===== config.mk =====
export PLATFORM = sky130hd
export DESIGN_NAME = sqrt_seq
export DESIGN_NICKNAME = d
export VERILOG_FILES = /design/src/rtl/sqrt_seq.sv
export SDC_FILE = /design/constraint.sdc
export NUM_CORES = 1
export LEC_CHECK = 0
export CORE_UTILIZATION = 45
export CTS_CLUSTER_DIAMETER = 100
export DETAILED_ROUTE_END_ITERATION = 16
export PLACE_DENSITY = 0.67
export RECOVER_POWER = 25
export SLEW_MARGIN = 20
export SYNTH_ARGS = -nofsm -noshare
export SYNTH_HDL_FRONTEND = slang
export SYNTH_SLANG_ARGS = --single-unit

===== constraint.sdc =====
create_clock -name clk -period 3.2 [get_ports clk]
set_clock_uncertainty 0.15 [all_clocks]
set_input_delay 0.32 -clock clk [delete_from_list [all_inputs] [get_ports clk]]
set_output_delay 0.32 -clock clk [all_outputs]
set_load 0.02 [all_outputs]

===== src/rtl/sqrt_seq.sv =====
// Sequential restoring square-root unit: one root bit per clock, valid/ready on both sides.
// Produces floor or round-half-up sqrt of an integer radicand with FRAC_W fractional result bits.
module sqrt_seq #(
  parameter int IN_W   = 8,
  parameter int FRAC_W = 8,
  localparam int W2    = ((IN_W + 2 * FRAC_W + 1) / 2) * 2,
  localparam int OUT_W = W2 / 2,
  localparam int ITER  = OUT_W + 1
) (
  input  logic             clk,
  input  logic             rst_n,
  input  logic             in_valid,
  output logic             in_ready,
  input  logic [IN_W-1:0]  in_data,
  input  logic             round_en,
  output logic             out_valid,
  input  logic             out_ready,
  output logic [OUT_W-1:0] out_data,
  output logic             out_exact,
  output logic             busy
);

  localparam int RAD_W = 2 * ITER;
  localparam int REM_W = OUT_W + 3;
  localparam int CNT_W = $clog2(ITER + 1);

  localparam logic [1:0] S_IDLE = 2'd0;
  localparam logic [1:0] S_CALC = 2'd1;
  localparam logic [1:0] S_DONE = 2'd2;

  logic [1:0]       state_q, state_d;
  logic [RAD_W-1:0] rad_q, rad_d;
  logic [ITER-1:0]  root_q, root_d;
  logic [REM_W-1:0] rem_q, rem_d;
  logic [CNT_W-1:0] cnt_q, cnt_d;
  logic             rnd_q, rnd_d;
  logic [OUT_W-1:0] out_data_q, out_data_d;
  logic             out_exact_q, out_exact_d;

  logic [REM_W-1:0] rem_shift;
  logic [REM_W-1:0] trial;
  logic             take;
  logic [REM_W-1:0] rem_step;
  logic [ITER-1:0]  root_step;
  logic [OUT_W:0]   rnd_val;
  logic [OUT_W-1:0] result;

  // One restoring step: the top two radicand bits feed the remainder each cycle.
  always_comb begin
    rem_shift = (rem_q << 2) | {{(REM_W-2){1'b0}}, rad_q[RAD_W-1 -: 2]};
    trial     = {root_q, 2'b01};
    take      = (rem_shift >= trial);
    rem_step  = take ? (rem_shift - trial) : rem_shift;
    root_step = {root_q[ITER-2:0], take};
    // (Q'+1)>>1 equals (Q'>>1) + Q'[0]; the extra bit flags overflow for saturation.
    rnd_val   = {1'b0, root_step[ITER-1:1]} + {{OUT_W{1'b0}}, root_step[0]};
    if (!rnd_q) begin
      result = root_step[ITER-1:1];
    end else if (rnd_val[OUT_W]) begin
      result = {OUT_W{1'b1}};
    end else begin
      result = rnd_val[OUT_W-1:0];
    end
  end

  always_comb begin
    state_d     = state_q;
    rad_d       = rad_q;
    root_d      = root_q;
    rem_d       = rem_q;
    cnt_d       = cnt_q;
    rnd_d       = rnd_q;
    out_data_d  = out_data_q;
    out_exact_d = out_exact_q;
    case (state_q)
      S_IDLE: begin
        if (in_valid) begin
          rad_d   = {{(RAD_W-IN_W){1'b0}}, in_data} << (2 * FRAC_W + 2);
          root_d  = '0;
          rem_d   = '0;
          cnt_d   = CNT_W'(ITER);
          rnd_d   = round_en;
          state_d = S_CALC;
        end
      end
      S_CALC: begin
        rad_d  = {rad_q[RAD_W-3:0], 2'b00};
        root_d = root_step;
        rem_d  = rem_step;
        cnt_d  = cnt_q - CNT_W'(1);
        if (cnt_q == CNT_W'(1)) begin
          out_data_d  = result;
          out_exact_d = (rem_step == '0) && !root_step[0];
          state_d     = S_DONE;
        end
      end
      S_DONE: begin
        if (out_ready) begin
          state_d = S_IDLE;
        end
      end
      default: state_d = S_IDLE;
    endcase
  end

  always_ff @(posedge clk or negedge rst_n) begin
    if (!rst_n) begin
      state_q     <= S_IDLE;
      rad_q       <= '0;
      root_q      <= '0;
      rem_q       <= '0;
      cnt_q       <= '0;
      rnd_q       <= 1'b0;
      out_data_q  <= '0;
      out_exact_q <= 1'b0;
    end else begin
      state_q     <= state_d;
      rad_q       <= rad_d;
      root_q      <= root_d;
      rem_q       <= rem_d;
      cnt_q       <= cnt_d;
      rnd_q       <= rnd_d;
      out_data_q  <= out_data_d;
      out_exact_q <= out_exact_d;
    end
  end

  assign in_ready  = (state_q == S_IDLE);
  assign out_valid = (state_q == S_DONE);
  assign busy      = (state_q != S_IDLE);
  assign out_data  = out_data_q;
  assign out_exact = out_exact_q;

endmodule


==> results.txt <==
Outcome = finished, final reports clean
IO Port Bufs = 28
LEAKAGE = 1.71 nW
RSZ-0062 raised after global routing = no
Worst min path class = reg2reg
Clock Latency Late Sink = 0.31 ns
Pwr dens = 1280 nW/µm²
Final setup fails = 0
Slew Viols, Final = 0
Netlist Area Pre-Place = 3270 µm²
WHS Path Cells = 2
Cells after synthesis = 364
Number of cells on the worst reg-to-reg path = 14
First-pass GRT wire length = 13,200 µm
Post-synth EDFFs = 0
Max cap viols = 0
Fmax = 0.333 GHz
CP max stage cell = dfrtp_1
Hpwl dp = 5960 µm
Crit Path Category = reg2reg
First-pass DRT Iterations = 4
Crit path from = root_q[2]
Post-layout nets = 440
Ys flop type = dfrtp_1
Core Region = 6910 µm²
Max Root-Sink Buffers = 2
Share of cells above drive strength 1 = 0.120
Min cycle time layout = 3.01 ns
CP Data Required Time = 3.25 ns
Filler cell count = 657
Worst Hold End = rad_q[22]
Vert. Die Dim = 87.2 µm
CTS tree = built
TNS Setup = 0 ns
Final ANT Viol Nets = 0
Vias in the first global route = 2,656
Reg2Reg Launch Point = root_q[2]
Library cells used by synthesis = 54
Clock root cell = clkbuf_8
Row Count = 30
Register area share after synthesis = 0.413
Number of antenna diodes = 0
Post-Syn Area per Cell = 8.98 µm²
Final Hold Viols = 0
Largest net degree at the start of global routing = 38
Crit-path max FO = 6
Wire per inst = 15.9 µm
H-tree lvl count = 2
Initial antenna violation count = 0
DIE AREA = 7610 µm²
Area growth syn-to-layout = 20.3%
Critical register-to-register path endpoint = out_data[9]
Post-Route WL = 8010 µm
Setup crit end kind = flip-flop
DRC = 0
Tightest Pin Transition = 0.961 ns
Element type at the critical path start = flip-flop
CP Cell Sequence = inv_1 > ha_2 > o211ai_1 > o211a_1 > nor2_4 > o2bb2ai_2 > nor2_2 > inv_1 > ha_1 > and3_4 > nor2b_4 > nand3_1 > xnor2_1 > a21oi_1
Synth Register Bits = 54
Post-Syn Nets = 396
Crit-path most repeated cell = inv_1
Starting Density = 0.473
Overflow after GRT = 0
RD Place Congestion = 0.979
Final core occ = 0.569
Crit share post-route = 0.939
Die width = 87.2 µm
Min-delay src = rad_q[20]
R2R Setup Slk = 0.19 ns
Worst rel slew slack = 0.360
Total number of vias = 2,835
Crit-path max cell delay = 0.40 ns
Cts bufs inserted = 5
Ys async rst share = 1.00
Synth warn = 0
Initial DRC Count = 170
Reg clk slew, reported paths = 0.10 ns
Maximum vdd drop = 562 µV
# clock sinks = 54
Vias per cell = 5.63
Io pins = 29
Final hold slack = 0.339 ns
GR Util All Layers = 0.222
Crit path DAT = 3.05 ns
through the flow:
| stage | cells | setup WS [ns] | power (mW) | cell area, µm² |
|---|---|---|---|---|
| 2_1_floorplan | 364 | 0.192 | 3.49 | 3270 |
| 3_3_place_gp | 492 | 0.103 | 4.42 | 3750 |
| 3_5_place_dp | 492 | 0.0317 | 4.46 | 3750 |
| 4_1_cts | 500 | 0.0145 | 4.86 | 3840 |
| 5_1_grt | 504 | 0.00285 | 5.48 | 3930 |
| 6_report | 504 | 0.194 | 5.04 | 3930 |
worst max path at each step:
stage / endpoint
after floorplan: out_data[1]
after global placement: out_data[9]
after detailed placement: out_data[9]
after CTS: out_data[9]
after global routing: out_data[11]
final: out_data[9]
worst max-delay path, delay by kind of cell (launching register included):
kind	cells	cell delay, ns
adder cells (fa/ha/maj)	2	0.58
buffers and inverters	2	0.20
XOR/XNOR	1	0.17
AO/OA/AOI/OAI	4	0.64
flip-flops	1	0.40
AND/OR/NAND/NOR	5	0.74
logic make-up (layout without fill, tap and decap cells):
family / Yosys count / count (layout) / share of synthesized area
AND/OR/NAND/NOR: 122 / 122 / 0.189
AO/OA/AOI/OAI: 100 / 100 / 0.200
flip-flops: 54 / 54 / 0.413
buffers and inverters: 43 / 87 / 0.0513
adder cells (fa/ha/maj): 19 / 19 / 0.0727
XOR/XNOR: 15 / 15 / 0.0402
multiplexers: 11 / 11 / 0.0341
registers in the layout, summed over array words and instances (netlist names):
register / flops
rnd_q: 1
root_q: 13
cnt_q: 4
rem_q: 13
out_exact: 1
state_q: 2
rad_q: 8
out_data: 12
cell usage after synthesis (2+ instances only):
cell type | n | area share
a21o_1 | 2 | 0.0046
a31o_2 | 2 | 0.0054
buf_1 | 5 | 0.0057
nand3_1 | 35 | 0.054
xnor2_1 | 11 | 0.029
and2_1 | 2 | 0.0038
clkbuf_1 | 8 | 0.0092
nand4_1 | 11 | 0.021
o31ai_1 | 5 | 0.011
o211ai_1 | 6 | 0.014
o21ai_0 | 35 | 0.054
nor2b_1 | 3 | 0.0057
nand2_1 | 23 | 0.026
nor2_1 | 15 | 0.017
dfrtp_1 | 54 | 0.41
mux2i_1 | 10 | 0.031
nor4_1 | 5 | 0.0096
inv_1 | 27 | 0.031
xor2_1 | 4 | 0.011
and3_1 | 10 | 0.019
nand2b_1 | 3 | 0.0057
ha_1 | 19 | 0.073
a311o_1 | 2 | 0.0061
nor3_1 | 11 | 0.017
buf_2 | 2 | 0.0031
a21oi_1 | 25 | 0.038
o21a_1 | 2 | 0.0046
timing repair:
action                                  CTS  global route
gates resized for setup                   0            10
hold buffers                              1             0
endpoints found under the setup margin    0            12
buffers inserted                          0             4
hold endpoints to repair                 17             0
power breakdown:
part           switching, mW  internal, mW  total, mW  leakage, nW
clock network          0.227         0.151      0.378       0.0373
logic                   1.86          1.53       3.38        0.999
registers              0.274          1.01       1.28        0.676
total                   2.36          2.69       5.04         1.71
routing by layer:
layer,up-vias,global-route usage,share of wire
met5,-,0,0
met4,0,0.0343,0.0096
met3,9,0.0341,0.046
met2,70,0.351,0.46
met1,1355,0.328,0.48
li1,1401,-,-
layout by cell type, fill, tap and decap left out, drive strengths merged, types with 2 or more instances in the layout:
cell type / instances
dfrtp: 54
o21ai: 36
nand3: 35
inv: 27
clkdlybuf4s50: 27
a21oi: 26
nand2: 23
buf: 23
ha: 19
nor2: 17
nand4: 11
nor3: 11
xnor2: 11
mux2i: 10
and3: 10
clkbuf: 8
o211ai: 6
nor4: 5
o31ai: 5
xor2: 4
nand2b: 3
a21o: 3
nor2b: 3
a31o: 3
and2: 2
o21a: 2
a311o: 2
a31oi: 2
cell type report:
class,count,area [µm²],share of cell area
Multi-Input combinational cell,267,1820,0.462
Sequential cell,54,1350,0.344
Timing Repair Buffer,53,462,0.117
Tap cell,96,120,0.0305
Inverter,27,101,0.0258
Clock buffer,6,72.6,0.0185
Clock inverter,1,7.51,0.00191
Note: power is estimated with default switching activity, not from simulation.
